==> src/rtl/lsu_mem_initiator.sv <==
// lsu_mem_initiator: queued LSU load/store/CAS initiator for the data scratchpad; CAS enabled by LSU_ATOMIC_EN
module lsu_mem_initiator #(
  parameter int XLEN = 32,
  parameter int TAG_W = 4,
  parameter int QDEPTH = 4,
  parameter int TIMEOUT_CYC = 16
) (
  input  logic             clk,
  input  logic             reset,
  input  logic             req_valid,
  output logic             req_ready,
  input  logic [TAG_W-1:0] req_tag,
  input  logic             req_we,
  input  logic [XLEN-1:0]  req_addr,
  input  logic [XLEN-1:0]  req_wdata,
  input  logic [1:0]       req_size,
  input  logic             req_unsigned,
  input  logic             req_atomic,
  input  logic [XLEN-1:0]  req_cmp,
  output logic             resp_valid,
  input  logic             resp_ready,
  output logic [TAG_W-1:0] resp_tag,
  output logic [XLEN-1:0]  resp_data,
  output logic             resp_error,
  output logic             mem_req,
  output logic             mem_we,
  output logic [XLEN-1:0]  mem_addr,
  output logic [XLEN-1:0]  mem_wdata,
  output logic [1:0]       mem_size,
  output logic             mem_atomic,
  output logic [XLEN-1:0]  mem_cmp_val,
  input  logic             mem_ready,
  input  logic [XLEN-1:0]  mem_rdata,
  input  logic             mem_error,
  output logic             busy
);
  localparam int AW = $clog2(QDEPTH);
  localparam int CW = $clog2(TIMEOUT_CYC);
`ifdef LSU_ATOMIC_EN
  localparam logic ATOM = 1'b1;
`else
  localparam logic ATOM = 1'b0;
`endif
  typedef struct packed {
    logic [TAG_W-1:0] tag;
    logic             we;
    logic [XLEN-1:0]  addr;
    logic [XLEN-1:0]  wdata;
    logic [1:0]       size;
    logic             uns;
    logic             atomic;
    logic [XLEN-1:0]  cmp;
  } op_t;
  typedef enum logic [1:0] {IDLE, ISSUE, WAIT, RESP} state_t;
  op_t fifo [QDEPTH];
  op_t head;
  state_t state;
  logic [AW-1:0] wp, rp;
  logic [AW:0] cnt;
  logic push, pop, head_bad, bad;
  logic [TAG_W-1:0] op_tag;
  logic [1:0] op_off, op_size;
  logic op_we, op_uns, op_atom;
  logic [CW-1:0] tcnt;
  assign req_ready = cnt != (AW+1)'(QDEPTH);
  assign push = req_valid && req_ready;
  assign pop = state == IDLE && cnt != '0;
  assign head = fifo[rp];
  assign busy = cnt != '0 || state != IDLE;
  // misaligned, reserved-size and disabled-atomic ops are answered locally without touching memory
  assign head_bad = head.size == 2'b11 || (head.size == 2'b10 && head.addr[1:0] != 2'b00) ||
                    (head.size == 2'b01 && head.addr[0]) || (head.atomic && !ATOM);
  function automatic logic [XLEN-1:0] extract(input logic [XLEN-1:0] d);
    logic [7:0] b;
    logic [15:0] h;
    b = d[{op_off, 3'b000} +: 8];
    h = d[{op_off[1], 4'b0000} +: 16];
    return op_atom ? d : op_we ? '0 :
           op_size == 2'b00 ? {{(XLEN-8){b[7] & ~op_uns}}, b} :
           op_size == 2'b01 ? {{(XLEN-16){h[15] & ~op_uns}}, h} : d;
  endfunction
  always_ff @(posedge clk) begin
    if (reset) begin
      wp <= '0;
      rp <= '0;
      cnt <= '0;
    end else begin
      if (push) begin
        fifo[wp] <= {req_tag, req_we, req_addr, req_wdata, req_size, req_unsigned, req_atomic, req_cmp};
        wp <= wp + 1'b1;
      end
      if (pop) rp <= rp + 1'b1;
      cnt <= cnt + (AW+1)'(push) - (AW+1)'(pop);
    end
  end
  always_ff @(posedge clk) begin
    if (reset) begin
      state <= IDLE;
      bad <= 1'b0;
      tcnt <= '0;
      op_tag <= '0;
      op_off <= '0;
      op_size <= '0;
      op_we <= 1'b0;
      op_uns <= 1'b0;
      op_atom <= 1'b0;
      resp_valid <= 1'b0;
      resp_tag <= '0;
      resp_data <= '0;
      resp_error <= 1'b0;
      mem_req <= 1'b0;
      mem_we <= 1'b0;
      mem_addr <= '0;
      mem_wdata <= '0;
      mem_size <= '0;
      mem_atomic <= 1'b0;
      mem_cmp_val <= '0;
    end else begin
      mem_req <= 1'b0;
      mem_we <= 1'b0;
      mem_addr <= '0;
      mem_wdata <= '0;
      mem_size <= '0;
      mem_atomic <= 1'b0;
      mem_cmp_val <= '0;
      case (state)
        IDLE: if (pop) begin
          state <= ISSUE;
          bad <= head_bad;
          op_tag <= head.tag;
          op_off <= head.addr[1:0];
          op_size <= head.size;
          op_we <= head.we;
          op_uns <= head.uns;
          op_atom <= head.atomic;
          mem_req <= !head_bad;
          mem_we <= !head_bad && head.we;
          mem_addr <= head_bad ? '0 : head.addr;
          mem_wdata <= head_bad ? '0 : head.wdata;
          mem_size <= head_bad ? '0 : head.size;
          mem_atomic <= !head_bad && ATOM && head.atomic;
          mem_cmp_val <= (head_bad || !ATOM || !head.atomic) ? '0 : head.cmp;
        end
        ISSUE: if (bad || mem_error) begin
          state <= RESP;
          resp_valid <= 1'b1;
          resp_tag <= op_tag;
          resp_data <= '0;
          resp_error <= 1'b1;
        end else begin
          state <= WAIT;
          tcnt <= '0;
        end
        WAIT: if (mem_ready || tcnt == CW'(TIMEOUT_CYC-1)) begin
          state <= RESP;
          resp_valid <= 1'b1;
          resp_tag <= op_tag;
          resp_data <= mem_ready ? extract(mem_rdata) : '0;
          resp_error <= !mem_ready;
        end else tcnt <= tcnt + 1'b1;
        RESP: if (resp_ready) begin
          state <= IDLE;
          resp_valid <= 1'b0;
          resp_tag <= '0;
          resp_data <= '0;
          resp_error <= 1'b0;
        end
        default: state <= IDLE;
      endcase
    end
  end
endmodule

==> config.mk <==
export PLATFORM = sky130hd
export DESIGN_NAME = lsu_mem_initiator
export DESIGN_NICKNAME = d
export VERILOG_FILES = /design/src/rtl/lsu_mem_initiator.sv
export SDC_FILE = /design/constraint.sdc
export NUM_CORES = 1
export LEC_CHECK = 0
export ABC_AREA = 1
export CORE_UTILIZATION = 41
export DETAILED_ROUTE_END_ITERATION = 6
export PLACE_DENSITY = 0.67
export SYNTH_ARGS = -nofsm -noshare
export SYNTH_HDL_FRONTEND = slang
export SYNTH_SLANG_ARGS = --single-unit
==> constraint.sdc <==
create_clock -name clk -period 6.1 [get_ports clk]
set_input_delay 1.83 -clock clk [delete_from_list [all_inputs] [get_ports clk]]
set_output_delay 1.83 -clock clk [all_outputs]
set_load 0.02 [all_outputs]
==> results.toml <==
[sta]
final.setup_skew_ns = 0.0171
setup_slack_ns = 1.92
worst_slew_pin_slew_ns = 0.991
holdWs_ns = 0.463
fin_setup_tns_ns = 0
hold_viol = 0
min_period_ns = 4.18
drv_slew = 0
rsz0062_at_grt = "false"
finalCritPeriodShare_pct = 68.5
slew_headroom_pct = 34.0
fmax_mhz = 239
setup_violations = 0

[pwr]
p_switching_w = 0.00288
internal_power_w = 0.00567
ir_drop_mv = 0.259
comb_power_share_pct = 26.8
swShare_pct = 33.7
power_density_nw_per_um2 = 417
p_clk_share_pct = 31.0
p_seq_share_pct = 42.2
p_leak_nw = 7.46

[placed_design]
hpwl_um = 23000
pre_cts_slack_ns = 1.27
dpl_cell_area_um2 = 19100
io_buffers = 218
routabilityCongestion = 0.890

[logic_synthesis]
yosys_warnings = 0
yosysUniqueCellTypes = 38
seq_area_frac_synth_pct = 69.2
synth_top_flop_cell = "edfxtp_1"
syn_inst = 1540
synth_enable_flop_cells = 292
ys_ff_latch = 425
syn_avg_cell_area_um2 = 10.7
synthArstFlopShare_pct = 0
netlist_area_um2 = 16500

[clocking]
clock_path_buffers = 3
cts_sinks = 425
h-tree-depth = 2
ctsResizeCount = 0
cts_setup_buffers = 0
clock_latency_ns = 0.56
clk_pin_slew_ns = 0.06
cts_buffers = 45
cts_root_buf = "clkbuf_16"
cts_tree = "yes"
hold_buffers = 0

[final_layout]
layout_common_cells = "edfxtp_1, nor2_1, nand2_1, clkdlybuf4s50_1, o21ai_0"
seq_area_um2 = 11400
design_area_um2 = 20500
nets = 1894
drive_gt1_share_pct = 5.75
multi_input_area_um2 = 4330
synthToLayoutAreaGrowth_pct = 24.2
fillers = 3495
layout_commonest_cell = "edfxtp_1"

[setup_path]
crit_buf_inv = 3
cp_slowest_cell = "nor2_4"
path_cells = "clkdlybuf4s50_1, inv_1, nand3_1, nor2_4, buf_4"
rrSetupSlack_ns = 2.93
worst_setup_path_start_kind = "primary input"
worstSetupPathType = "primary input to flop"
end_kind = "flop"
worst-path-max-fanout = 23
slowest_delay_ns = 0.80
path_delay_family = "buffers and inverters"
crit_required_ns = 6.35
r2r_end = "mem_addr[6]"
arrival_ns = 4.43
r2r_cells = 9

[global_routing]
grt_pass1_vias = 10900
grt.total_usage_pct = 18.8
grt_start_max_net_pins = 85
grt_first_pass_wirelength_um = 59900
antenna_found_initial = 4
grt_overflow = 0

[hold_path]
hp-class = "flop to flop"
hold_end = "resp_data[4]"
min_from = "resp_data[4]"
whs_path_depth = 2

[floorplan]
design.die.area_um2 = 41100
io_pins = 284
core_region_area_um2 = 39700
rows = 73
start_util_pct = 41.6
dieHeight_um = 203
die_x_um = 203

[route]
antenna_left = 0
avgViaCountPerCell = 4.96
vias = 11400
drt_wl_total_um = 39100
post-route-drc-count = 0
wl_per_cell_um = 17.0
dr.first_iter.drc_count = 585
dr.pass1.iters = 4

[run]
drv_cap = 0

[outcome]
status = "completed"
## area by class of cell
class / instances / area share [%]
well taps: 525 / 3.20
flip-flops and latches: 425 / 55.7
inverters: 75 / 1.38
clock buffers: 68 / 6.55
diodes: 1 / 0.0122
multi-input cells: 957 / 21.1
clock inverters: 15 / 0.567
repair buffers: 235 / 11.4
## worst register-to-register path, delay by kind of cell, from the launching register on
family | cells | cell delay, ns
and+or+nand+nor | 5 | 1.03
buffers and inverters | 2 | 0.91
DFF | 1 | 0.88
AOI/OAI and AO/OA | 2 | 0.27
## synth_stat cells, types with 2 or more instances
cell,number,area [um^2]
a31oi_1,5,31.3
nand3_1,72,360
nand4_1,10,62.6
nand2_1,218,818
a21oi_1,139,696
xnor2_1,2,17.5
clkbuf_1,37,139
inv_2,2,7.51
buf_6,3,33.8
dfxtp_1,133,2660
o21ai_0,156,781
nor2_1,292,1100
buf_2,22,110
ha_1,11,138
buf_4,40,300
buf_1,13,48.8
o211ai_1,2,15.0
edfxtp_1,292,8770
inv_1,72,270
## worst max path at each step
| stage | start | end | slack [ns] | depth (start not counted) |
|---|---|---|---|---|
| after floorplan | reset | fifo[0][100] | 0.22 | 4 |
| after global placement | reset | fifo[0][43] | 1.31 | 5 |
| after detailed placement | reset | fifo[0][47] | 1.27 | 5 |
| after CTS | reset | fifo[0][44] | 1.87 | 5 |
| after global routing | reset | fifo[0][41] | 1.72 | 5 |
| final | reset | fifo[0][44] | 1.92 | 5 |
## kinds of logic after synthesis
family	Yosys count	share of synthesized area (%)
compound gates	307	9.50
xor+xnor	3	0.159
fa+ha+maj	12	0.954
buf+inv	190	5.53
flops	425	69.2
other cells	1	0.0227
simple gates	602	14.6
## per-layer routing
layer  vias up  global-route usage (%)  routed length (um)
met5         -                       0                  23
met2       374                    31.7               18800
met3        78                    4.59                2910
li1       5577                       -                   -
met1      5380                    23.5               16400
met4         4                    6.90                1010
## stage by stage
step	utilization [%]	std cells	total power, W
after floorplan	-	1572	0.00524
after global placement	48.0	2217	0.00593
after detailed placement	48.0	2217	0.00598
after CTS	51.6	2300	0.00865
after global routing	51.6	2300	0.00904
final	51.7	2301	0.00855
## registers in the layout, summed over array words and instances (netlist names), 2 cells and up, named ones only
name and cells:
fifo 292, mem_wdata 32, resp_data 32, op_tag 4, cnt 3, state 2
wp 2, resp_tag 4, tcnt 4, mem_size 2, op_off 2, op_size 2
mem_addr 32, rp 2
## power groups by stage
stage	registers (W)	logic (W)	clock network (W)
after CTS	0.00361	0.00232	0.00272
after floorplan	0.00359	0.00165	0
after global routing	0.00365	0.00257	0.00282
after global placement	0.00367	0.00227	0
final	0.00361	0.00229	0.00265
after detailed placement	0.00367	0.00231	0
Note: power is estimated with default switching activity, not from simulation.
